**src/rtl/issue_buffer_ss_pkg.sv**
```systemverilog
// Shared decode definitions for the superscalar issue buffer: opcode/funct
// constants, instruction field extraction and control-transfer classification.
package issue_pkg_ss;

    localparam logic [5:0] OP_SPECIAL    = 6'h00;
    localparam logic [5:0] OP_CTRL_FIRST = 6'h02;
    localparam logic [5:0] OP_CTRL_LAST  = 6'h07;
    localparam logic [5:0] OP_IMM_FIRST  = 6'h08;
    localparam logic [5:0] OP_IMM_LAST   = 6'h0F;
    localparam logic [5:0] OP_LOAD_WORD  = 6'h23;
    localparam logic [5:0] FUNCT_JR      = 6'h08;
    localparam logic [5:0] FUNCT_JALR    = 6'h09;

    typedef enum logic [1:0] {
        DEST_NONE,
        DEST_RD,
        DEST_RT
    } dest_sel_e;

    typedef struct packed {
        logic [5:0] opcode;
        logic [4:0] rs;
        logic [4:0] rt;
        logic [4:0] rd;
        logic [4:0] shamt;
        logic [5:0] funct;
    } instr_fields_t;

    typedef struct packed {
        logic [4:0] dest;
        logic [4:0] rs;
        logic [4:0] rt;
        logic       is_ctrl;
    } slot_info_t;

    function automatic instr_fields_t fields_of(input logic [31:0] instr);
        return instr_fields_t'(instr);
    endfunction

    function automatic dest_sel_e dest_select(input logic [5:0] opcode);
        dest_sel_e sel;
        sel = DEST_NONE;
        if (opcode == OP_SPECIAL) begin
            sel = DEST_RD;
        end else if ((opcode >= OP_IMM_FIRST && opcode <= OP_IMM_LAST) ||
                     opcode == OP_LOAD_WORD) begin
            sel = DEST_RT;
        end
        return sel;
    endfunction

    // Register 0 doubles as "no destination", so it can never create a hazard.
    function automatic logic [4:0] dest_of(input instr_fields_t f);
        logic [4:0] dest;
        case (dest_select(f.opcode))
            DEST_RD: dest = f.rd;
            DEST_RT: dest = f.rt;
            default: dest = 5'd0;
        endcase
        return dest;
    endfunction

    function automatic logic is_ctrl_xfer(input instr_fields_t f);
        logic ctrl;
        ctrl = (f.opcode >= OP_CTRL_FIRST && f.opcode <= OP_CTRL_LAST) ||
               (f.opcode == OP_SPECIAL &&
                (f.funct == FUNCT_JR || f.funct == FUNCT_JALR));
        return ctrl;
    endfunction

endpackage

```
**src/rtl/issue_buffer_ss_if.sv**
```systemverilog
// Fetch, control and issue signals of the issue buffer grouped as one bus.
interface issue_buffer_ss_if #(
    parameter int WAYS  = 2,
    parameter int DEPTH = 8
);
    localparam int CNT_W = $clog2(DEPTH + 1);

    logic                  stall;
    logic                  flush;
    logic [31:0]           redirect_pc;
    logic [31:0]           fetch_pc;
    logic [32*WAYS-1:0]    fetch_bundle;
    logic                  fetch_accept;
    logic [WAYS-1:0]       out_valid;
    logic [32*WAYS-1:0]    out_instr;
    logic [32*WAYS-1:0]    out_pc;
    logic [CNT_W-1:0]      count;

    modport slave (
        input  stall, flush, redirect_pc, fetch_bundle,
        output fetch_pc, fetch_accept, out_valid, out_instr, out_pc, count
    );

    modport master (
        output stall, flush, redirect_pc, fetch_bundle,
        input  fetch_pc, fetch_accept, out_valid, out_instr, out_pc, count
    );
endinterface

```
**src/rtl/issue_buffer_ss_slot_decode.sv**
```systemverilog
// Per-slot decoder: destination, sources and control-transfer flag of one word.
module slot_decode_ss
    import issue_pkg_ss::*;
(
    input  logic [31:0] instr,
    output slot_info_t  info
);
    instr_fields_t fields;

    // Split the word into fields and classify it for the hazard checks
    always_comb begin
        fields       = fields_of(instr);
        info.rs      = fields.rs;
        info.rt      = fields.rt;
        info.dest    = dest_of(fields);
        info.is_ctrl = is_ctrl_xfer(fields);
    end
endmodule

```
**src/rtl/issue_buffer_ss.sv**
```systemverilog
// Superscalar fetch/issue queue: captures WAYS-wide fetch bundles into a
// circular buffer and issues the longest hazard-free head prefix each cycle.
module issue_buffer_ss
    import issue_pkg_ss::*;
#(
    parameter int WAYS  = 2,
    parameter int DEPTH = 8
) (
    input  logic             clk,
    input  logic             reset,
    issue_buffer_ss_if.slave bus
);
    localparam int PTR_W = $clog2(DEPTH);
    localparam int CNT_W = $clog2(DEPTH + 1);

    logic [PTR_W-1:0]   head_q, head_d, tail_q, tail_d;
    logic [CNT_W-1:0]   count_q, count_d;
    logic [31:0]        fetch_pc_q, fetch_pc_d;
    logic [WAYS-1:0]    out_valid_q, out_valid_d;
    logic [32*WAYS-1:0] out_instr_q, out_instr_d;
    logic [32*WAYS-1:0] out_pc_q, out_pc_d;
    logic [31:0]        instr_q [DEPTH];
    logic [31:0]        instr_d [DEPTH];
    logic [31:0]        pc_q [DEPTH];
    logic [31:0]        pc_d [DEPTH];

    logic               accept;
    logic               issue_blocked;
    logic [CNT_W-1:0]   issue_n;
    logic [CNT_W-1:0]   push_amt, pop_amt;
    logic [31:0]        head_instr [WAYS];
    logic [31:0]        head_pc [WAYS];
    slot_info_t         head_info [WAYS];

    // Gather the WAYS oldest queue entries as issue candidates
    always_comb begin
        for (int j = 0; j < WAYS; j++) begin
            head_instr[j] = instr_q[head_q + PTR_W'(j)];
            head_pc[j]    = pc_q[head_q + PTR_W'(j)];
        end
    end

    for (genvar g = 0; g < WAYS; g++) begin : g_decode
        slot_decode_ss u_decode (
            .instr (head_instr[g]),
            .info  (head_info[g])
        );
    end

    // Longest head prefix with no intra-group dependency and nothing after a branch
    always_comb begin
        issue_n       = '0;
        issue_blocked = 1'b0;
        for (int j = 0; j < WAYS; j++) begin
            if (!issue_blocked) begin
                if (CNT_W'(j) >= count_q) begin
                    issue_blocked = 1'b1;
                end
                for (int i = 0; i < j; i++) begin
                    if (head_info[i].is_ctrl) begin
                        issue_blocked = 1'b1;
                    end
                    if (head_info[i].dest != 5'd0 &&
                        (head_info[i].dest == head_info[j].rs ||
                         head_info[i].dest == head_info[j].rt ||
                         head_info[i].dest == head_info[j].dest)) begin
                        issue_blocked = 1'b1;
                    end
                end
                if (!issue_blocked) begin
                    issue_n = CNT_W'(j + 1);
                end
            end
        end
    end

    // Next-state for queue, fetch PC and issue registers; flush clears everything
    always_comb begin
        accept      = reset && !bus.flush && (count_q <= CNT_W'(DEPTH - WAYS));
        head_d      = head_q;
        tail_d      = tail_q;
        count_d     = count_q;
        fetch_pc_d  = fetch_pc_q;
        out_valid_d = out_valid_q;
        out_instr_d = out_instr_q;
        out_pc_d    = out_pc_q;
        instr_d     = instr_q;
        pc_d        = pc_q;
        push_amt    = '0;
        pop_amt     = '0;
        if (bus.flush) begin
            head_d      = '0;
            tail_d      = '0;
            count_d     = '0;
            fetch_pc_d  = bus.redirect_pc;
            out_valid_d = '0;
            out_instr_d = '0;
            out_pc_d    = '0;
        end else begin
            if (accept) begin
                for (int k = 0; k < WAYS; k++) begin
                    instr_d[tail_q + PTR_W'(k)] = bus.fetch_bundle[32*k +: 32];
                    pc_d[tail_q + PTR_W'(k)]    = fetch_pc_q + 32'(4 * k);
                end
                tail_d     = tail_q + PTR_W'(WAYS);
                fetch_pc_d = fetch_pc_q + 32'(4 * WAYS);
                push_amt   = CNT_W'(WAYS);
            end
            if (!bus.stall) begin
                out_valid_d = '0;
                out_instr_d = '0;
                out_pc_d    = '0;
                for (int j = 0; j < WAYS; j++) begin
                    if (CNT_W'(j) < issue_n) begin
                        out_valid_d[j]          = 1'b1;
                        out_instr_d[32*j +: 32] = head_instr[j];
                        out_pc_d[32*j +: 32]    = head_pc[j];
                    end
                end
                head_d  = head_q + PTR_W'(issue_n);
                pop_amt = issue_n;
            end
            count_d = count_q + push_amt - pop_amt;
        end
    end

    // Control and issue registers with synchronous active-low reset
    always_ff @(posedge clk) begin
        if (!reset) begin
            head_q      <= '0;
            tail_q      <= '0;
            count_q     <= '0;
            fetch_pc_q  <= '0;
            out_valid_q <= '0;
            out_instr_q <= '0;
            out_pc_q    <= '0;
        end else begin
            head_q      <= head_d;
            tail_q      <= tail_d;
            count_q     <= count_d;
            fetch_pc_q  <= fetch_pc_d;
            out_valid_q <= out_valid_d;
            out_instr_q <= out_instr_d;
            out_pc_q    <= out_pc_d;
        end
    end

    // Queue storage is a plain register array; stale entries are never issued
    always_ff @(posedge clk) begin
        instr_q <= instr_d;
        pc_q    <= pc_d;
    end

    assign bus.fetch_pc     = fetch_pc_q;
    assign bus.fetch_accept = accept;
    assign bus.out_valid    = out_valid_q;
    assign bus.out_instr    = out_instr_q;
    assign bus.out_pc       = out_pc_q;
    assign bus.count        = count_q;
endmodule

```
**src/flat_wrapper.sv**
```systemverilog
// flat-port wrapper written by rule: the top's interface ports become plain ports
module issue_buffer_ss_flat import issue_pkg_ss::*;
#(
    parameter int WAYS  = 2,
    parameter int DEPTH = 8
)
  (clk, reset, bus_stall, bus_flush, bus_redirect_pc, bus_fetch_bundle, bus_fetch_pc, bus_fetch_accept, bus_out_valid, bus_out_instr, bus_out_pc, bus_count);
  issue_buffer_ss_if #(.WAYS(WAYS), .DEPTH(DEPTH)) bus_i ();
  input  logic clk;
  input  logic reset;
  input wire logic [$bits(bus_i.stall)-1:0] bus_stall;
  input wire logic [$bits(bus_i.flush)-1:0] bus_flush;
  input wire logic [$bits(bus_i.redirect_pc)-1:0] bus_redirect_pc;
  input wire logic [$bits(bus_i.fetch_bundle)-1:0] bus_fetch_bundle;
  output wire logic [$bits(bus_i.fetch_pc)-1:0] bus_fetch_pc;
  output wire logic [$bits(bus_i.fetch_accept)-1:0] bus_fetch_accept;
  output wire logic [$bits(bus_i.out_valid)-1:0] bus_out_valid;
  output wire logic [$bits(bus_i.out_instr)-1:0] bus_out_instr;
  output wire logic [$bits(bus_i.out_pc)-1:0] bus_out_pc;
  output wire logic [$bits(bus_i.count)-1:0] bus_count;
  assign bus_i.stall = bus_stall;
  assign bus_i.flush = bus_flush;
  assign bus_i.redirect_pc = bus_redirect_pc;
  assign bus_i.fetch_bundle = bus_fetch_bundle;
  assign bus_fetch_pc = bus_i.fetch_pc;
  assign bus_fetch_accept = bus_i.fetch_accept;
  assign bus_out_valid = bus_i.out_valid;
  assign bus_out_instr = bus_i.out_instr;
  assign bus_out_pc = bus_i.out_pc;
  assign bus_count = bus_i.count;
  issue_buffer_ss #(.WAYS(WAYS), .DEPTH(DEPTH)) u_core (.clk(clk), .reset(reset), .bus(bus_i));
endmodule
```
**config.mk**
```make
export PLATFORM = sky130hd
export DESIGN_NAME = issue_buffer_ss_flat
export DESIGN_NICKNAME = d
export VERILOG_FILES = /design/src/rtl/issue_buffer_ss_pkg.sv /design/src/rtl/issue_buffer_ss_if.sv /design/src/rtl/issue_buffer_ss_slot_decode.sv /design/src/rtl/issue_buffer_ss.sv /design/src/flat_wrapper.sv
export SDC_FILE = /design/constraint.sdc
export NUM_CORES = 1
export LEC_CHECK = 0
export BUFFER_PORTS_ARGS = -buffer_cell sky130_fd_sc_hd__buf_4
export CORE_MARGIN = 10
export CORE_UTILIZATION = 60
export DETAILED_ROUTE_END_ITERATION = 6
export PLACE_DENSITY_LB_ADDON = 0.2
export SYNTH_ARGS = -nofsm -noshare
export SYNTH_HDL_FRONTEND = slang
export SYNTH_SLANG_ARGS = --single-unit
```
**constraint.sdc**
```tcl
create_clock -name clk -period 6.9 [get_ports clk]
set_input_delay 1.38 -clock clk [delete_from_list [all_inputs] [get_ports clk]]
set_output_delay 1.38 -clock clk [all_outputs]
set_load 0.005 [all_outputs]
```
Word-level counts from Yosys, hierarchy flattened
Index checks and enable logic that the tools add are counted.

$add $sub $neg: 8. Mux-type cells: 46. Eq/ne operators: 11. Magnitude comparators: 17. Reductions and logical operators: 22. Bitwise logic cells: 6.

Operators by type and width (number): $bwmux W256 (4); $mux W32 (16); $bmux W32 S3 (4); $demux W32 S3 (2); $add A32 B3 Y32 const B (1); $add A32 B4 Y32 const B (1); $pmux W5 S2 (2); $ge A4 B4 Y1 const B (4); $mux W4 (4); $not A3 Y4 (4); $eq A5 B5 Y1 (3); $eq A6 B4 Y1 const B (2); $eq A6 B6 Y1 const B (2); $ge A6 B4 Y1 const B (2); $le A6 B4 Y1 const B (2); $logic_not A6 Y1 (2); $mux W2 (6); $logic_and A1 B1 Y1 (9); $ge A1 B4 Y1 const A (2); $lt A1 B4 Y1 const A (2); $lt A4 B1 Y1 const B (2); $mux W1 (8); $add A3 B1 Y3 const B (2); $ge A6 B2 Y1 const B (1); other kinds (15) (23).

Logic and storage cells: 133. Bits of input ports: 100. Output and inout port bits: 167. Register bits after elaboration: 684.

Logic depth before layout (Yosys ltp)
Word-level depth: 22. Gate-level depth with buffers: 23. Depth with buffers taken out: 17.

By module
A second synthesis with hierarchy kept.

Cell total of the unflattened synthesis: 2090. Area, all modules: 32276.0 um^2.

By module, submodules not included: issue_buffer_ss (cells an instance 2042, instances 1, sequential area each 18798.0 um^2, area an instance 31880.6 um^2); slot_decode_ss (cells an instance 24, instances 2, sequential area each 0.0 um^2, area an instance 197.7 um^2).

Worst setup path before layout
Ideal clock, no wire load.

Path type: input to register. Start: input port bus_flush. End: register u_core.instr_q[0] in the netlist's numbering, enable pin. Arrival time: 5.666 ns. Required time: 6.398 ns. Stages on the path: 7. Setup time: 0.502 ns. Path slack: 0.732 ns. Buffers on the path: 3. Cells stage by stage: clkbuf_1 -> nand2b_1 -> a311o_1 -> clkbuf_1 -> clkinv_1 -> clkbuf_1 -> and2_1.

Cells in the longest elaborated chain, start to end: 4. Elaborated cells on any way between the ends: 5. Those cells by class: 1 x bitwise; 4 x reduce/logical.

Ends and longest elaborated chain: start: declaration (line flat_wrapper.sv:12) `input wire logic [$bits(bus_i.flush)-1:0] bus_flush;`; $logic_not A1 Y1 (line issue_buffer_ss.sv:79) `accept = reset && !bus.flush && (count_q <= CNT_W'(DEPTH - WAYS));`; $logic_and A1 B1 Y1 (2 in a row) (line issue_buffer_ss.sv:79); net bus_fetch_accept (line flat_wrapper.sv:16) `output wire logic [$bits(bus_i.fetch_accept)-1:0] bus_fetch_accept;`; $reduce_and A2 Y1 (no line); end signal: assignment (line issue_buffer_ss.sv:150) `instr_q <= instr_d;`; end: declaration (line issue_buffer_ss.sv:22) `logic [31:0] instr_q [DEPTH];`.

The timed path passes the listed nets, and every way through them passes these cells. A chain may end at the register's enable or synchronous reset.

Worst setup path after layout
Start: register u_core.head_q[1]. End: register u_core.count_q[3], in the netlist u_core.bus.count[3].

Cells in the longest elaborated chain, start to end: 22. Elaborated cells on any way between the ends: 54. Those cells by class: 2 x add/sub; 6 x order compare; 11 x eq/ne; 19 x mux; 2 x bitwise; 14 x reduce/logical.

Ends and longest elaborated chain: start: declaration (line issue_buffer_ss.sv:16) `logic [PTR_W-1:0] head_q, head_d, tail_q, tail_d;`; start signal: assignment (line issue_buffer_ss.sv:130) `head_q <= '0;`; start signal: assignment (line issue_buffer_ss.sv:138) `head_q <= head_d;`; $add A3 B1 Y3 / $not A3 Y4 (equally long branches) (line issue_buffer_ss.sv:38) `head_instr[j] = instr_q[head_q + PTR_W'(j)];`; $not A3 Y4 (implied by the code) / $bmux W32 S3 (equally long branches) (line issue_buffer_ss.sv:38); $bmux W32 S3 / $mux W32 (equally long branches) (line issue_buffer_ss.sv:38); $mux W32 (implied by the code) (line issue_buffer_ss.sv:38); $mux W32 (implied by the code), or another cell as far along (line issue_buffer_ss.sv:38); $ge A6 B4 Y1, or another cell as far along (line issue_buffer_ss_pkg.sv:45) `end else if ((opcode >= OP_IMM_FIRST && opcode <= OP_IMM_LAST) ||`; $logic_and A1 B1 Y1 / $logic_or A1 B1 Y1 (equally long branches) (line issue_buffer_ss_pkg.sv:45); $logic_or A1 B1 Y1 / $mux W2 (equally long branches) (line issue_buffer_ss_pkg.sv:45); [... 6 more ...]; $logic_and A1 B1 Y1 (line issue_buffer_ss.sv:63) `if (head_info[i].dest != 5'd0 &&`; $mux W1 (*) (line issue_buffer_ss.sv:63); $mux W1 (*) (line issue_buffer_ss.sv:55) `if (!issue_blocked) begin`; $mux W2 (*) (line issue_buffer_ss.sv:70) `if (!issue_blocked) begin`; $mux W4 (*) (line issue_buffer_ss.sv:55); $mux W4 (*) (line issue_buffer_ss.sv:109) `if (!bus.stall) begin`; $mux W4 (*) (line issue_buffer_ss.sv:91) `if (bus.flush) begin`; $sub A4 B4 Y4 (*) (line issue_buffer_ss.sv:123) `count_d = count_q + push_amt - pop_amt;`; end signal: assignment (line issue_buffer_ss.sv:140) `count_q <= count_d;`; end: declaration (line issue_buffer_ss.sv:17) `logic [CNT_W-1:0] count_q, count_d;`.

Every way passes the cells marked *; elsewhere a longest branch is shown, timed or not. The select of a mux whose other input is x is not followed.

==> results.py <==
metrics = {
    "pwr": {
        "power_frac_clock_pct": 33.3,
        "power.switching_uw": 3240,
        "ir_drop_mv": 0.181,
        "sw_frac_of_total_pct": 29.2,
        "p_per_area_mw_per_mm2": 294,
        "combPwrFrac_pct": 23.3,
        "internal_power_uw": 7830,
        "power_leakage_uw": 0.0128,
        "seqPwrFrac_pct": 43.4,
    },
    "yosys": {
        "async_reset_ff_share_pct": 0,
        "synth_nets": 2382,
        "netlist_area_mm2": 0.0330,
        "ys_seq_area_share_pct": 56.9,
        "synth_flop_cell": "edfxtp_1",
        "syn_inst": 2267,
        "synth-edff-count": 512,
        "syn_avg_cell_area_um2": 14.6,
        "ys.warnings.count": 0,
        "ys_ff_latch": 683,
        "synth_cell_type_count": 67,
    },
    "worst_hold_path": {
        "worstHoldPathCells": 2,
        "hold_path.class": "reg2reg",
    },
    "final_layout": {
        "nets": 2584,
        "areaGrowthSynthToFinish_pct": 14.2,
        "layout_commonest_cell": "edfxtp_1",
        "final_layout_size_suffix_gt1_share_pct": 30.1,
        "final_cell_mix": "edfxtp_1 (512), buf_4 (291), mux4_2 (255)",
        "n_fill_cell": 3652,
        "antenna_cells": 0,
    },
    "clock_network": {
        "clk_latency_ps": 620,
        "htree_levels": 3,
        "clk_pin_slew_worst_paths_ps": 60,
        "cts-root-buf": "clkbuf_16",
        "clockBufferDepth": 3,
        "cts_resized": 0,
        "hold_buffers": 0,
        "cts_buffers": 72,
        "tritoncts": "done",
        "cts.sink_count": 683,
        "post_cts.repair.setup_buffers": 0,
    },
    "detailed_routing": {
        "vias_per_cell": 6.71,
        "wl_per_cell_um": 28.4,
        "first_iter_violations": 2367,
        "ant_nets": 0,
        "num_vias": 21600,
        "drc_errors": 0,
        "finalWirelength_um": 91700,
        "drt-pass1-iter-count": 5,
    },
    "sta": {
        "min_period_ps": 5780,
        "worst_slew_pin_slew_ps": 1300,
        "fin_skew_ps": 27.0,
        "setup_ws_ps": 1120,
        "max_slew_margin_pct": 13.0,
        "fin_tns_setup_ps": 0,
        "rsz0062_at_grt": "false",
        "fin_crit_sh_pct": 83.8,
        "setup_viol": 0,
        "max_freq_mhz": 173,
        "drv_slew": 0,
        "hold_violations": 0,
    },
    "flow_run": {
        "drv_cap": 0,
    },
    "setup_path": {
        "cp_max_fo": 61,
        "worstSetupEndpointType": "flip-flop",
        "critical_path_arrival_ps": 6220,
        "crit_chain": "ha_4 -> mux2_2 -> mux4_2 -> o21ai_0 -> o211ai_1 -> a32oi_1 -> a21oi_1 -> o211ai_2 -> nor2_4 -> nor3_1 -> fa_1 -> inv_1 -> ha_1 -> inv_1 -> fa_1 -> xnor2_1 -> nor2_1",
        "critPathSlowestCell": "ha_4",
        "start_kind": "flip-flop",
        "cp_data_required_time_ps": 7340,
        "crit_path_max_incr_delay_ps": 910,
        "critical_path_class": "reg2reg",
        "reg2reg_depth": 17,
    },
    "global_routing": {
        "grt_pass1_vias": 21900,
        "grt_max_degree": 160,
        "grt_use_total_pct": 28.1,
        "antenna_found_initial": 3,
        "grt_pass1_wl_um": 137000,
        "overflow": 0,
    },
    "floorplanning": {
        "coreArea_mm2": 0.0541,
        "die_h_um": 255,
        "start_util_pct": 61.0,
        "die_area_mm2": 0.0648,
        "row_count": 85,
        "io_pins": 267,
        "die_x_um": 255,
    },
    "outcome": {
        "status": "completed",
    },
    "placed_design": {
        "dp_hpwl_um": 57100,
        "post-place-ws_ps": 1200,
        "io_buffer_count": 266,
        "place_congestion": 0.874,
    },
}
[area by class of cell]
class	instances	area, µm²	area share, %
clock buffer	109	2100	5.56
clock inverter	24	133	0.352
inverter	20	75.1	0.199
multi-input combinational	1395	13400	35.6
sequential	683	18800	49.9
tap	696	871	2.31
timing repair buffer	297	2300	6.11
[path summary, 6_finish.rpt]
path	slack [ps]	endpoint	startpoint
worst max-delay path	1120	u_core.bus.count[3]	u_core.head_q[1]
worst max register to register	1120	u_core.bus.count[3]	u_core.head_q[1]
worst min-delay path	460	u_core.bus.out_instr[51]	u_core.bus.out_instr[51]
worst min register to register	460	u_core.bus.out_instr[51]	u_core.bus.out_instr[51]
[routing by layer]
| metal | part of all wire (%) | global-route usage [%] |
|---|---|---|
| met4 | 3.0 | 10.1 |
| met5 | 0.019 | 0 |
| met2 | 48 | 45.1 |
| met3 | 10 | 6.74 |
| met1 | 38 | 37.3 |
[state kept, by name (all words and copies together) (netlist names)]
signal	count
u_core.bus.out_pc	64
u_core.bus.count	4
u_core.bus.out_valid	2
u_core.bus.out_instr	64
u_core.instr_q	256
u_core.pc_q	256
u_core.tail_q	2
u_core.head_q	3
u_core.bus.fetch_pc	32
[through the flow]
step	cell area (µm²)	hold slack (ps)	utilization [%]	std cells	power (µW)
2_1_floorplan	33000	444	-	2267	6620
3_3_place_gp	35500	441	65.5	3091	7360
3_5_place_dp	35500	451	65.5	3091	7430
4_1_cts	37700	463	69.6	3224	11100
5_1_grt	37700	468	69.6	3224	11400
6_report	37700	457	69.6	3224	11100
[cell usage after synthesis, drive strengths merged, types with 6 or more instances]
cell type	count	area [µm²]
nor2	156	588
mux2i	122	1220
and4	6	52.6
clkbuf	99	372
a21oi	72	360
ha	12	150
inv	18	67.6
nor3	18	90.1
xor2	28	245
a221oi	11	96.3
and2	158	991
edfxtp	512	15400
xnor2	16	140
nor2b	146	913
nand4	11	75.1
o21ai	49	272
buf	70	433
a222oi	12	120
dfxtp	171	3420
nor4	10	68.8
a32oi	6	52.6
nand2	140	528
and3	17	106
nand3	21	105
mux4	255	5740
o31ai	59	703
a22oi	8	60.1
mux2	18	206
[logic make-up (layout without fill, tap and decap cells)]
logic type | Yosys count | after routing | synth area share [%]
AND/OR/NAND/NOR | 699 | 699 | 11.1
flip-flops | 683 | 683 | 56.9
multiplexers | 395 | 395 | 21.7
AO/OA/AOI/OAI | 242 | 242 | 5.78
buffers and inverters | 189 | 450 | 2.66
XOR/XNOR | 44 | 44 | 1.17
adder cells (fa/ha/maj) | 15 | 15 | 0.637
[worst max-delay path: cells and delay by family (launching register included)]
family	cells	cell delay (ps)
adder cells (fa/ha/maj)	4	1900
AO/OA/AOI/OAI	5	1200
flip-flops	1	820
multiplexers	2	940
AND/OR/NAND/NOR	3	410
buffers and inverters	2	130
XOR/XNOR	1	170
[power groups by stage]
| stage | clock network, µW | logic [µW] | registers (µW) |
|---|---|---|---|
| after floorplan | 0 | 1820 | 4800 |
| after global placement | 0 | 2500 | 4870 |
| after detailed placement | 0 | 2540 | 4880 |
| after CTS | 3730 | 2560 | 4800 |
| after global routing | 3880 | 2750 | 4820 |
| final | 3690 | 2580 | 4800 |
Note: power is estimated with default switching activity, not from simulation.
